File: config.mk
export PLATFORM = sky130hd
export DESIGN_NAME = mem_bus_ctrl_flat
export DESIGN_NICKNAME = d
export VERILOG_FILES = /design/src/rtl/mem_bus_ctrl_if.sv /design/src/rtl/mem_bus_ctrl.sv /design/src/flat_wrapper.sv
export SDC_FILE = /design/constraint.sdc
export NUM_CORES = 1
export LEC_CHECK = 0
export CAP_MARGIN = 20
export CORE_MARGIN = 5
export CORE_UTILIZATION = 34
export DETAILED_ROUTE_END_ITERATION = 8
export HOLD_SLACK_MARGIN = 0.1
export PLACE_DENSITY = 0.69
export SETUP_SLACK_MARGIN = 0.1
export SLEW_MARGIN = 20
export SYNTH_ARGS = -nofsm -noshare
export SYNTH_HDL_FRONTEND = slang
export SYNTH_SLANG_ARGS = --single-unit
File: constraint.sdc
create_clock -name clk -period 2.7 [get_ports clk]
set_input_delay 0.81 -clock clk [delete_from_list [all_inputs] [get_ports clk]]
set_output_delay 0.81 -clock clk [all_outputs]
set_load 0.02 [all_outputs]
File: src/rtl/mem_bus_ctrl_if.sv
// ---------------------------------------------------------------------------
// mem_bus_ctrl_if
//
// Bundles every bus-level signal of the memory-bus controller: the CPU
// MEM-stage request/response pair, the off-chip SRAM port and the UART port.
//
//   slave  modport : the controller's view (takes CPU requests, drives the
//                    SRAM and UART strobes, returns read data).
//   master modport : the surrounding system's view (CPU, SRAM and UART
//                    models or real peripherals).
//
// Signal summary (direction as seen by the controller):
//   mem_enable_i     in   access request
//   mem_rw_i         in   1 = write, 0 = read
//   mem_addr_i       in   access address
//   mem_wdata_i      in   write data
//   mem_rdata_o      out  read data, valid while mem_ready_o
//   mem_ready_o      out  one-cycle completion pulse
//   stall_o          out  pipeline hold
//   ram_en_o         out  SRAM chip enable
//   ram_we_o         out  SRAM write strobe
//   ram_addr_o       out  SRAM address
//   ram_wdata_o      out  SRAM write data
//   ram_rdata_i      in   SRAM read data
//   uart_wr_o        out  one-cycle transmit strobe
//   uart_rd_o        out  one-cycle receive-pop strobe
//   uart_wdata_o     out  transmit data
//   uart_rdata_i     in   received data
//   uart_tx_ready_i  in   transmitter idle
//   uart_rx_valid_i  in   received byte pending
// ---------------------------------------------------------------------------
interface mem_bus_ctrl_if #(
  parameter int ADDR_W = 16,
  parameter int DATA_W = 16
);

  // CPU side
  logic              mem_enable_i;
  logic              mem_rw_i;
  logic [ADDR_W-1:0] mem_addr_i;
  logic [DATA_W-1:0] mem_wdata_i;
  logic [DATA_W-1:0] mem_rdata_o;
  logic              mem_ready_o;
  logic              stall_o;

  // SRAM side
  logic              ram_en_o;
  logic              ram_we_o;
  logic [ADDR_W-1:0] ram_addr_o;
  logic [DATA_W-1:0] ram_wdata_o;
  logic [DATA_W-1:0] ram_rdata_i;

  // UART side
  logic              uart_wr_o;
  logic              uart_rd_o;
  logic [DATA_W-1:0] uart_wdata_o;
  logic [DATA_W-1:0] uart_rdata_i;
  logic              uart_tx_ready_i;
  logic              uart_rx_valid_i;

  modport slave (
    input  mem_enable_i, mem_rw_i, mem_addr_i, mem_wdata_i,
    output mem_rdata_o, mem_ready_o, stall_o,
    output ram_en_o, ram_we_o, ram_addr_o, ram_wdata_o,
    input  ram_rdata_i,
    output uart_wr_o, uart_rd_o, uart_wdata_o,
    input  uart_rdata_i, uart_tx_ready_i, uart_rx_valid_i
  );

  modport master (
    output mem_enable_i, mem_rw_i, mem_addr_i, mem_wdata_i,
    input  mem_rdata_o, mem_ready_o, stall_o,
    input  ram_en_o, ram_we_o, ram_addr_o, ram_wdata_o,
    output ram_rdata_i,
    input  uart_wr_o, uart_rd_o, uart_wdata_o,
    output uart_rdata_i, uart_tx_ready_i, uart_rx_valid_i
  );

endinterface

File: src/rtl/mem_bus_ctrl.sv
// ---------------------------------------------------------------------------
// mem_bus_ctrl
//
// Multi-cycle memory-bus controller between the CPU MEM stage and the
// off-chip SRAM / UART. A request seen in IDLE is latched and decoded by
// address:
//   - SER_STAT_ADDR        : answered in one cycle (status read returns
//                            {rx_valid, tx_ready} in bits 1:0).
//   - SER_DATA_ADDR read   : one receive-pop strobe, then done.
//   - SER_DATA_ADDR write  : wait for an idle transmitter, one transmit
//                            strobe, then done.
//   - anything else        : SRAM access held for RAM_WAIT cycles.
// The pipeline is stalled until the DONE cycle, where mem_ready_o pulses
// and mem_rdata_o carries the result (0 for writes).
//
// Ports:
//   clk  : system clock, all state on the rising edge
//   rst  : asynchronous, active-low reset
//   bus  : mem_bus_ctrl_if.slave, CPU / SRAM / UART signals
//
// Parameters:
//   ADDR_W, DATA_W       : bus widths (must match the interface instance)
//   RAM_WAIT             : SRAM access length in cycles (>= 1)
//   SER_DATA_ADDR        : UART data register address
//   SER_STAT_ADDR        : UART status register address
// ---------------------------------------------------------------------------
module mem_bus_ctrl #(
  parameter int              ADDR_W        = 16,
  parameter int              DATA_W        = 16,
  parameter int              RAM_WAIT      = 2,
  parameter logic [ADDR_W-1:0] SER_DATA_ADDR = 16'hBF00,
  parameter logic [ADDR_W-1:0] SER_STAT_ADDR = 16'hBF01
) (
  input  logic          clk,
  input  logic          rst,
  mem_bus_ctrl_if.slave bus
);

  // Counter only has to hold RAM_WAIT-1.
  localparam int CNT_W = (RAM_WAIT > 1) ? $clog2(RAM_WAIT) : 1;

  typedef enum logic [2:0] {
    S_IDLE,
    S_RAM,
    S_TX_WAIT,
    S_SER,
    S_DONE
  } state_t;

  state_t            state;
  state_t            state_nxt;

  // Request captured in IDLE; the CPU-side inputs are ignored afterwards.
  logic [ADDR_W-1:0] addr_q;
  logic [DATA_W-1:0] wdata_q;
  logic              rw_q;
  logic [CNT_W-1:0]  cnt_q;
  logic [DATA_W-1:0] rdata_q;

  // Address decode of the live request, used only while in IDLE, where it
  // is identical to what is being latched.
  logic              req_is_data;
  logic              req_is_stat;

  assign req_is_data = (bus.mem_addr_i == SER_DATA_ADDR);
  assign req_is_stat = (bus.mem_addr_i == SER_STAT_ADDR);

  // -------------------------------------------------------------------------
  // State register
  // -------------------------------------------------------------------------
  always_ff @(posedge clk or negedge rst) begin
    if (!rst) begin
      state <= S_IDLE;
    end else begin
      // NOTE: sequential state uses non-blocking assignments so every
      // register samples the pre-edge values, independent of block order.
      state <= state_nxt;
    end
  end

  // -------------------------------------------------------------------------
  // Next-state and Moore outputs
  // -------------------------------------------------------------------------
  always_comb begin
    // NOTE: every signal written here gets a default first; a path that
    // leaves one unassigned would otherwise infer a latch.
    state_nxt        = state;
    bus.mem_ready_o  = 1'b0;
    bus.mem_rdata_o  = '0;
    bus.ram_en_o     = 1'b0;
    bus.ram_we_o     = 1'b0;
    bus.ram_addr_o   = '0;
    bus.ram_wdata_o  = '0;
    bus.uart_wr_o    = 1'b0;
    bus.uart_rd_o    = 1'b0;
    bus.uart_wdata_o = '0;

    unique case (state)
      S_IDLE: begin
        if (bus.mem_enable_i) begin
          if (req_is_stat) begin
            state_nxt = S_DONE;
          end else if (req_is_data) begin
            state_nxt = bus.mem_rw_i ? S_TX_WAIT : S_SER;
          end else begin
            state_nxt = S_RAM;
          end
        end
      end

      S_RAM: begin
        // SRAM outputs come only from latched registers, so they stay
        // stable for the whole access.
        bus.ram_en_o    = 1'b1;
        bus.ram_we_o    = rw_q;
        bus.ram_addr_o  = addr_q;
        bus.ram_wdata_o = wdata_q;
        if (cnt_q == '0) begin
          state_nxt = S_DONE;
        end
      end

      S_TX_WAIT: begin
        // Unbounded wait: the transmitter is assumed to drain eventually.
        if (bus.uart_tx_ready_i) begin
          state_nxt = S_SER;
        end
      end

      S_SER: begin
        // SER lasts exactly one cycle, so each strobe is a single pulse.
        bus.uart_wr_o = rw_q;
        bus.uart_rd_o = !rw_q;
        if (rw_q) begin
          bus.uart_wdata_o = wdata_q;
        end
        state_nxt = S_DONE;
      end

      S_DONE: begin
        bus.mem_ready_o = 1'b1;
        bus.mem_rdata_o = rdata_q;
        state_nxt       = S_IDLE;
      end

      default: begin
        state_nxt = S_IDLE;
      end
    endcase
  end

  // Hold the pipeline for as long as a request is outstanding; DONE is the
  // cycle in which the result is handed over.
  assign bus.stall_o = bus.mem_enable_i && (state != S_DONE);

  // -------------------------------------------------------------------------
  // Request latch, wait counter and read-data register
  // -------------------------------------------------------------------------
  always_ff @(posedge clk or negedge rst) begin
    if (!rst) begin
      addr_q  <= '0;
      wdata_q <= '0;
      rw_q    <= 1'b0;
      cnt_q   <= '0;
      rdata_q <= '0;
    end else begin
      unique case (state)
        S_IDLE: begin
          if (bus.mem_enable_i) begin
            addr_q  <= bus.mem_addr_i;
            wdata_q <= bus.mem_wdata_i;
            rw_q    <= bus.mem_rw_i;
            cnt_q   <= CNT_W'(RAM_WAIT - 1);
            // Writes return 0; a status read is answered right away from
            // the live UART flags.
            if (req_is_stat && !bus.mem_rw_i) begin
              rdata_q <= DATA_W'({bus.uart_rx_valid_i, bus.uart_tx_ready_i});
            end else begin
              rdata_q <= '0;
            end
          end
        end

        S_RAM: begin
          if (cnt_q == '0) begin
            if (!rw_q) begin
              rdata_q <= bus.ram_rdata_i;
            end
          end else begin
            cnt_q <= cnt_q - CNT_W'(1);
          end
        end

        S_SER: begin
          // A pop with nothing pending still returns whatever the UART
          // presents; software is expected to poll status first.
          if (!rw_q) begin
            rdata_q <= bus.uart_rdata_i;
          end
        end

        default: begin
        end
      endcase
    end
  end

endmodule

File: src/flat_wrapper.sv
// flat-port wrapper written by rule: the top's interface ports become plain ports
module mem_bus_ctrl_flat 
#(
  parameter int              ADDR_W        = 16,
  parameter int              DATA_W        = 16,
  parameter int              RAM_WAIT      = 2,
  parameter logic [ADDR_W-1:0] SER_DATA_ADDR = 16'hBF00,
  parameter logic [ADDR_W-1:0] SER_STAT_ADDR = 16'hBF01
)
  (clk, rst, bus_mem_enable_i, bus_mem_rw_i, bus_mem_addr_i, bus_mem_wdata_i, bus_mem_rdata_o, bus_mem_ready_o, bus_stall_o, bus_ram_en_o, bus_ram_we_o, bus_ram_addr_o, bus_ram_wdata_o, bus_ram_rdata_i, bus_uart_wr_o, bus_uart_rd_o, bus_uart_wdata_o, bus_uart_rdata_i, bus_uart_tx_ready_i, bus_uart_rx_valid_i);
  mem_bus_ctrl_if #(.ADDR_W(ADDR_W), .DATA_W(DATA_W)) bus_i ();
  input  logic clk;
  input  logic rst;
  input wire logic [$bits(bus_i.mem_enable_i)-1:0] bus_mem_enable_i;
  input wire logic [$bits(bus_i.mem_rw_i)-1:0] bus_mem_rw_i;
  input wire logic [$bits(bus_i.mem_addr_i)-1:0] bus_mem_addr_i;
  input wire logic [$bits(bus_i.mem_wdata_i)-1:0] bus_mem_wdata_i;
  output wire logic [$bits(bus_i.mem_rdata_o)-1:0] bus_mem_rdata_o;
  output wire logic [$bits(bus_i.mem_ready_o)-1:0] bus_mem_ready_o;
  output wire logic [$bits(bus_i.stall_o)-1:0] bus_stall_o;
  output wire logic [$bits(bus_i.ram_en_o)-1:0] bus_ram_en_o;
  output wire logic [$bits(bus_i.ram_we_o)-1:0] bus_ram_we_o;
  output wire logic [$bits(bus_i.ram_addr_o)-1:0] bus_ram_addr_o;
  output wire logic [$bits(bus_i.ram_wdata_o)-1:0] bus_ram_wdata_o;
  input wire logic [$bits(bus_i.ram_rdata_i)-1:0] bus_ram_rdata_i;
  output wire logic [$bits(bus_i.uart_wr_o)-1:0] bus_uart_wr_o;
  output wire logic [$bits(bus_i.uart_rd_o)-1:0] bus_uart_rd_o;
  output wire logic [$bits(bus_i.uart_wdata_o)-1:0] bus_uart_wdata_o;
  input wire logic [$bits(bus_i.uart_rdata_i)-1:0] bus_uart_rdata_i;
  input wire logic [$bits(bus_i.uart_tx_ready_i)-1:0] bus_uart_tx_ready_i;
  input wire logic [$bits(bus_i.uart_rx_valid_i)-1:0] bus_uart_rx_valid_i;
  assign bus_i.mem_enable_i = bus_mem_enable_i;
  assign bus_i.mem_rw_i = bus_mem_rw_i;
  assign bus_i.mem_addr_i = bus_mem_addr_i;
  assign bus_i.mem_wdata_i = bus_mem_wdata_i;
  assign bus_mem_rdata_o = bus_i.mem_rdata_o;
  assign bus_mem_ready_o = bus_i.mem_ready_o;
  assign bus_stall_o = bus_i.stall_o;
  assign bus_ram_en_o = bus_i.ram_en_o;
  assign bus_ram_we_o = bus_i.ram_we_o;
  assign bus_ram_addr_o = bus_i.ram_addr_o;
  assign bus_ram_wdata_o = bus_i.ram_wdata_o;
  assign bus_i.ram_rdata_i = bus_ram_rdata_i;
  assign bus_uart_wr_o = bus_i.uart_wr_o;
  assign bus_uart_rd_o = bus_i.uart_rd_o;
  assign bus_uart_wdata_o = bus_i.uart_wdata_o;
  assign bus_i.uart_rdata_i = bus_uart_rdata_i;
  assign bus_i.uart_tx_ready_i = bus_uart_tx_ready_i;
  assign bus_i.uart_rx_valid_i = bus_uart_rx_valid_i;
  mem_bus_ctrl #(.ADDR_W(ADDR_W), .DATA_W(DATA_W), .RAM_WAIT(RAM_WAIT), .SER_DATA_ADDR(SER_DATA_ADDR), .SER_STAT_ADDR(SER_STAT_ADDR)) u_core (.clk(clk), .rst(rst), .bus(bus_i));
endmodule
==> impl_results.md, run 1 <==
- Status: completed
- Fmax: 399.2 MHz
- Crit path max fanout: 25
- Met2 WL: between 3000 and 4000 µm
- Worst path max stage delay: 440 ps
- Worst IR Drop VDD: about 0.44 mV
- Drt pass-1 iters: 4
- Ys Warns: 0
- # Max-Cap Violations: 0
- # port buffers: roughly 140
- Crit-path slowest cell: dfrtp_1
- Setup WS pre-CTS: -209.1 ps
- Clock tree buffer depth: 2
- Placed cell area: approximately 4400 µm²
- Total GRT Usage: between 10% and 20%
- Area Growth Syn to Fin: 54.86%
- GRT Residual Overflow: 0
- Die height: about 100 µm
- Hold-fix buffers, CTS: 0
- Pwr/cell area: around 920 nW/µm²
- Antenna Cells: 0
- Req. time, crit path: 1890 ps
- Most common cell after layout, fill and taps aside: clkdlybuf4s50_1
- Die ar.: 10340 µm²
- Starting density of the core: between 30% and 40%
- Flops & latches, synth: 53
- Period utilization: between 90% and 100%
- Largest net degree at the start of global routing: 31
- Total CTS buffers: 5
- Worst setup SP type: flop
- H-tree levels: 2
- Post-Syn Area per Cell: roughly 12 µm²
- Slack of the critical path: roughly 200 ps
- Sequential Power Share: 34.3%
- Setup TNS: 0 ps
- CTS Sinks: 53
- Clk slew on worst S/H paths: approximately 100 ps
- Hold Path Class: flop to flop
- Yosys top cell by area: dfrtp_1
- Drt total wl: 8305 µm
- Switching power: 0.001536 W
- Worst slew margin: 53.21%
- DR DRC count: 0
- Final hold viol count: 0
- Crit path cell chain: nor3b_4 -> buf_12 -> and2_1 -> clkdlybuf4s15_1
- Post-DP HPWL: about 6400 µm
- Clk root buf: clkbuf_8
- Wire length on met1: ~3500 µm
- Most frequent cells in the layout: clkdlybuf4s50_1 (68), dfrtp_1 (53), and2_1 (50), mux2_2 (39), clkdlybuf4s15_1 (32)
- Leakage: 2.096 nW
- Post-Synthesis Cells: 245
- IO Pins: 140
- Share of layout cells above drive strength 1: roughly 25%
- Sequential area share after synthesis: between 40% and 50%
- Netlist cell types: 35
- Worst-Skew Late Latency: 310 ps
- Setup crit end kind: primary output
- Setup Viol. Count Final: 0
- Combinational share of power: a little over half
- Internal power: between 0.002 and 0.003 W
- WP data arrival: roughly 1700 ps
- Via count: ~2.4k
- Met3 WL: about 870 µm
- Sw Share: between 30 and 40%
- Top Layer Used: met4
- Worst-margin pin slew: about 700 ps
- First-pass GRT wire length: roughly 13000 µm
- Final Slew Violations: 0
- RSZ-0062 raised after global routing: true
- Vias per inst: approximately 4.8
- Number of global-route vias before repair: around 2.5k
- Post-synth top area share: a little under half
- Clk_skew: 16.11 ps
- Post-route cell area: 4425 µm²
- Crit Path Class: flop to primary output
- Clock power share: between 10% and 20%
- Synth area leaders: dfrtp_1 (46%), mux2_2 (15%), and2_1 (11%)
- Initial drt markers: between 70 and 80
- Nets@finish: roughly 460
- Placer Congestion: ~0.77
- Die X-Extent: 101.7 µm
- WL/cell: roughly 17 µm
- Initial antenna violation count: 0
- Tmin final: 2505 ps
- Row cnt: 33
- Core Region: 8217 µm²
- Post-Syn Area: approximately 2900 µm²
- Final ANT Viol Nets: 0
- CTS tree: yes
- Syn_nets: roughly 320
-- registers in the layout, indices dropped and copies added, names as in the netlist --
register	cells
u_core.addr_q	16
u_core.rdata_q	16
u_core.wdata_q	16
u_core.state	3
u_core.cnt_q	1
u_core.rw_q	1
-- critical path, delay by kind of cell, from the launching register on --
kind                   cells  cell delay (ps)
buffers and inverters      2              500
DFF                        1              440
and+or+nand+nor            2              450
-- layout make-up --
cell class	instances	area [µm²]
Clock buffer	6	82.58
Clock inverter	2	13.76
Sequential cell	53	1326
Fill cell	751	3791
Timing Repair Buffer	157	1448
Multi-Input combinational cell	166	1405
Tap cell	105	131.4
Inverter	5	18.77
-- synth_stat cells --
library cell and instances:
nor4_1 1, and3_1 18, dfrtp_1 53, buf_2 7
clkbuf_1 10, a31oi_1 4, nor2b_1 2, buf_6 3
mux2_1 2, a22o_1 16, o41ai_1 1, mux2_4 6
nand3b_1 1, nand2_1 3, and2_1 50, o21bai_1 1
mux2i_1 2, nor3_2 1, or4_4 1, nor4b_4 1
o211a_1 1, buf_4 1, a21oi_1 3, mux2_2 39
o21a_1 1, or4b_4 1, a211oi_1 2, o21ba_2 1
nand4_1 1, nor2_1 3, nand2b_1 1, nor3b_2 1
and3b_1 1, inv_1 5, nor4_4 1
-- power groups by stage --
stage	combinational, W	clock (W)	sequential [W]
after detailed placement	0.00235	0	0.00141
after floorplan	0.00150	0	0.00131
final	0.00219	0.000474	0.00139
after global placement	0.00232	0	0.00139
after CTS	0.00221	0.000501	0.00139
after global routing	0.00238	0.000523	0.00145
-- metal layers --
layer,up-vias,global-route usage [%]
met4,0,3.374
met2,92,27.41
met1,1140,19.93
met3,5,5.579
li1,1138,-
met5,-,0
-- kinds of logic (layout without fill, tap and decap cells) --
logic type	count (synthesis)	in the layout	share of synthesized area, %
buffers and inverters	26	170	4.641
and+or+nand+nor	87	87	20.58
muxes	49	49	20.01
AOI/OAI and AO/OA	30	30	8.362
DFF	53	53	46.41
-- final timing paths --
kind                                                     from                            end  slack, ps  cells past startpoint
worst max-delay path              u_core.state[1]$_DFFE_PN0P_             bus_ram_addr_o[10]        200                      4
worst min-delay path            u_core.rdata_q[5]$_DFFE_PN0P_  u_core.rdata_q[5]$_DFFE_PN0P_        500                      1
worst max register to register    u_core.state[1]$_DFFE_PN0P_   u_core.addr_q[0]$_DFFE_PN0P_        980                      4
worst min register to register  u_core.rdata_q[5]$_DFFE_PN0P_  u_core.rdata_q[5]$_DFFE_PN0P_        500                      1
max in group asynchronous                                 rst   u_core.addr_q[2]$_DFFE_PN0P_       1490                      2
min in group asynchronous                                 rst  u_core.addr_q[10]$_DFFE_PN0P_        550                      1
-- timing repair --
item | in CTS | in global routing
setup endpoints to repair | 70 | 55
resized for setup | 70 | 69
pin swaps | 1 | 1
buffers inserted | 1 | 0
-- stage by stage --
step           util, %  power [W]  cells  hold WS (ps)
5_1_grt          53.86   0.004351    494         516.6
3_5_place_dp     53.95   0.003760    485         487.4
4_1_cts          54.15   0.004101    494         509.0
6_report         53.86   0.004054    494         504.1
2_1_floorplan        -   0.002814    245         464.3
3_3_place_gp     53.95   0.003716    485         480.8
(Power assumes the default switching activity.)
==> run 2: changes to the inputs <==
Settings changed: CAP_MARGIN 20 to 15, DONT_BUFFER_PORTS set to 1, PLACE_DENSITY 0.69 to not set.
==> run 2 against run 1 <==
Clock power decreased by 8.4%. First-iteration DRC count decreased by 38%. Non-clock buffer count decreased by 148. Wire length decreased by 17%. Utilization decreased by 17 points. Flip-flop and latch count unchanged. Sequential power increased by 3%. Total power decreased by 14%. Critical path type unchanged. Cell count decreased by 30%. Setup slack improved by 30 ps. Clock-buffer cell count increased by 1.
==> impl_results.md, run 2 (same netlist as run 1, synthesis figures left out) <==
- Setup Viol. Count Final: 0
- Largest net degree at the start of global routing: between 50 and 60
- Total CTS buffers: 5
- Crit path cell chain: buf_4 -> and3b_1 -> buf_4 -> and3_1
- Status: completed
- Worst-Skew Late Latency: about 300 ps
- Vias per inst: 5.361
- Most frequent cells in the layout: dfrtp_1 (52), and2_1 (50), mux2_2 (39), and3_1 (17), a22o_1 (16)
- Worst path max stage delay: 390 ps
- Fmax: ~400 MHz
- Total GRT Usage: 12.92%
- Clk slew on worst S/H paths: ~90 ps
- DR DRC count: 0
- Crit-path slowest cell: dfrtp_1
- IO Pins: 140
- Clk root buf: clkbuf_8
- Setup crit end kind: primary output
- Die height: around 100 µm
- Worst-margin pin slew: between 600 and 700 ps
- Req. time, crit path: approximately 1900 ps
- Worst IR Drop VDD: ~0.51 mV
- CP dominant cell by count: buf_4
- # fillers: 813
- Worst setup SP type: flop
- Final cell count without fillers: between 300 and 400
- Worst slew margin: between 50% and 60%
- Period utilization: a little over 90%
- Drt total wl: 6852 µm
- Share of layout cells above drive strength 1: between 20% and 30%
- Final Slew Violations: 0
- Post-DP HPWL: between 4000 and 5000 µm
- Worst Path Buf+Inv: 2
- GRT Residual Overflow: 0
- Cells after DPL: 338
- RSZ-0062 raised after global routing: false
- Antenna Cells: 0
- Initial antenna violation count: 0
- Leakage: 1.368 nW
- Tmin final: roughly 2500 ps
- Hold-fix buffers, CTS: 0
- Die ar.: just over 10000 µm²
- WP depth: 4
- Top flop regs: u_core.addr_q x16, u_core.rdata_q x16, u_core.wdata_q x16
- # port buffers: 0
- Top cell family by delay on the critical path: simple AND/OR/NAND/NOR gates
- WL/cell: 19.80 µm
- Setup TNS: 0 ps
- Most common cell after layout, fill and taps aside: dfrtp_1
- Clk_skew: between 6 and 7 ps
- Starting density of the core: around a third
- Core Region: around 8200 µm²
- H-tree levels: 2
- Crit Path Class: flop to primary output
- CTS tree: yes
- Via count: between 1.5k and 2k
- Row cnt: 33
- Pwr/cell area: about 1200 nW/µm²
- Die X-Extent: between 100 and 150 µm
- First-pass GRT wire length: 10340 µm
- Clock tree buffer depth: 2
- Area Growth Syn to Fin: 6.567%
- Final ANT Viol Nets: 0
- Final hold viol count: 0
- Initial drt markers: 45
- Worst reg2reg path depth: 3
- # Max-Cap Violations: 0
- CTS Sinks: 53
- Drt pass-1 iters: 4
- Crit path max fanout: 20
- Hold Path Class: primary input to asynchronous set/reset pin
- Nets@finish: 310
- Final core utilization: 37.06%
- Number of global-route vias before repair: approximately 1.9k
- Placer Congestion: 0.7199
- WP data arrival: between 1500 and 2000 ps
==> run 2: cell count changes in the layout (fill, tap and decap cells not counted), moves of 2 or more <==
cell / previous run / this run
buf_12: 3 / 0
clkdlybuf4s15_1: 32 / 0
clkbuf_2: 18 / 0
buf_4: 14 / 8
clkbuf_1: 0 / 2
clkdlybuf4s50_1: 68 / 0
dlygate4sd2_1: 20 / 0
==> run 2: repair_timing <==
action	4_1_cts	5_1_grt
endpoints found under the setup margin	24	50
hold endpoints to repair	0	0
setup buffers	0	0
gates resized for setup	2	3
==> run 2: worst paths after layout <==
| path | endpoint | start | slack, ps |
|---|---|---|---|
| worst max register to register | u_core.rdata_q[6]$_DFFE_PN0P_ | u_core.rw_q$_DFFE_PN0P_ | 750 |
| worst min register to register | u_core.rdata_q[5]$_DFFE_PN0P_ | u_core.rdata_q[5]$_DFFE_PN0P_ | 500 |
| worst max-delay path | bus_uart_wdata_o[1] | u_core.state[2]$_DFFE_PN0P_ | 230 |
| worst min-delay path | u_core.wdata_q[14]$_DFFE_PN0P_ | rst | 200 |
| min in group clk | u_core.rdata_q[5]$_DFFE_PN0P_ | u_core.rdata_q[5]$_DFFE_PN0P_ | 500 |
| max in group asynchronous | u_core.wdata_q[5]$_DFFE_PN0P_ | rst | 2400 |
==> run 2: final cells by class <==
| type | instances | area [µm²] | share of cell area, % |
|---|---|---|---|
| clock buffer | 7 | 76.32 | 2.506 |
| clock inverter | 1 | 7.507 | 0.2465 |
| inverter | 5 | 18.77 | 0.6163 |
| multi-input combinational | 166 | 1413 | 46.38 |
| sequential | 53 | 1328 | 43.59 |
| tap | 105 | 131.4 | 4.314 |
| timing repair buffer | 9 | 71.32 | 2.342 |
==> run 2: per-stage QoR <==
step                      worst slack, ps  hold slack (ps)  total power (W)  instance area, µm²
final                               225.4            196.9         0.003505                3045
after global routing                108.5            163.6         0.003771                3045
after CTS                           124.0            176.1         0.003558                3038
after detailed placement            258.3            487.2         0.003096                2949
after global placement              348.8            482.7         0.003049                2949
after floorplan                     317.6            464.3         0.002814                2858
==> run 2: power by group <==
group | internal [W] | leakage [nW] | total, W | switching, W
logic | 0.000752 | 0.678 | 0.00164 | 0.000892
clock network | 0.000184 | 0.0385 | 0.000434 | 0.000250
registers | 0.00117 | 0.652 | 0.00143 | 0.000253
==> run 2: per-layer routing <==
metal	GRT usage, %	wire [µm]
met2	20.93	3201
met5	0	0
met4	3.067	48
met1	16.01	2740
met3	5.510	862
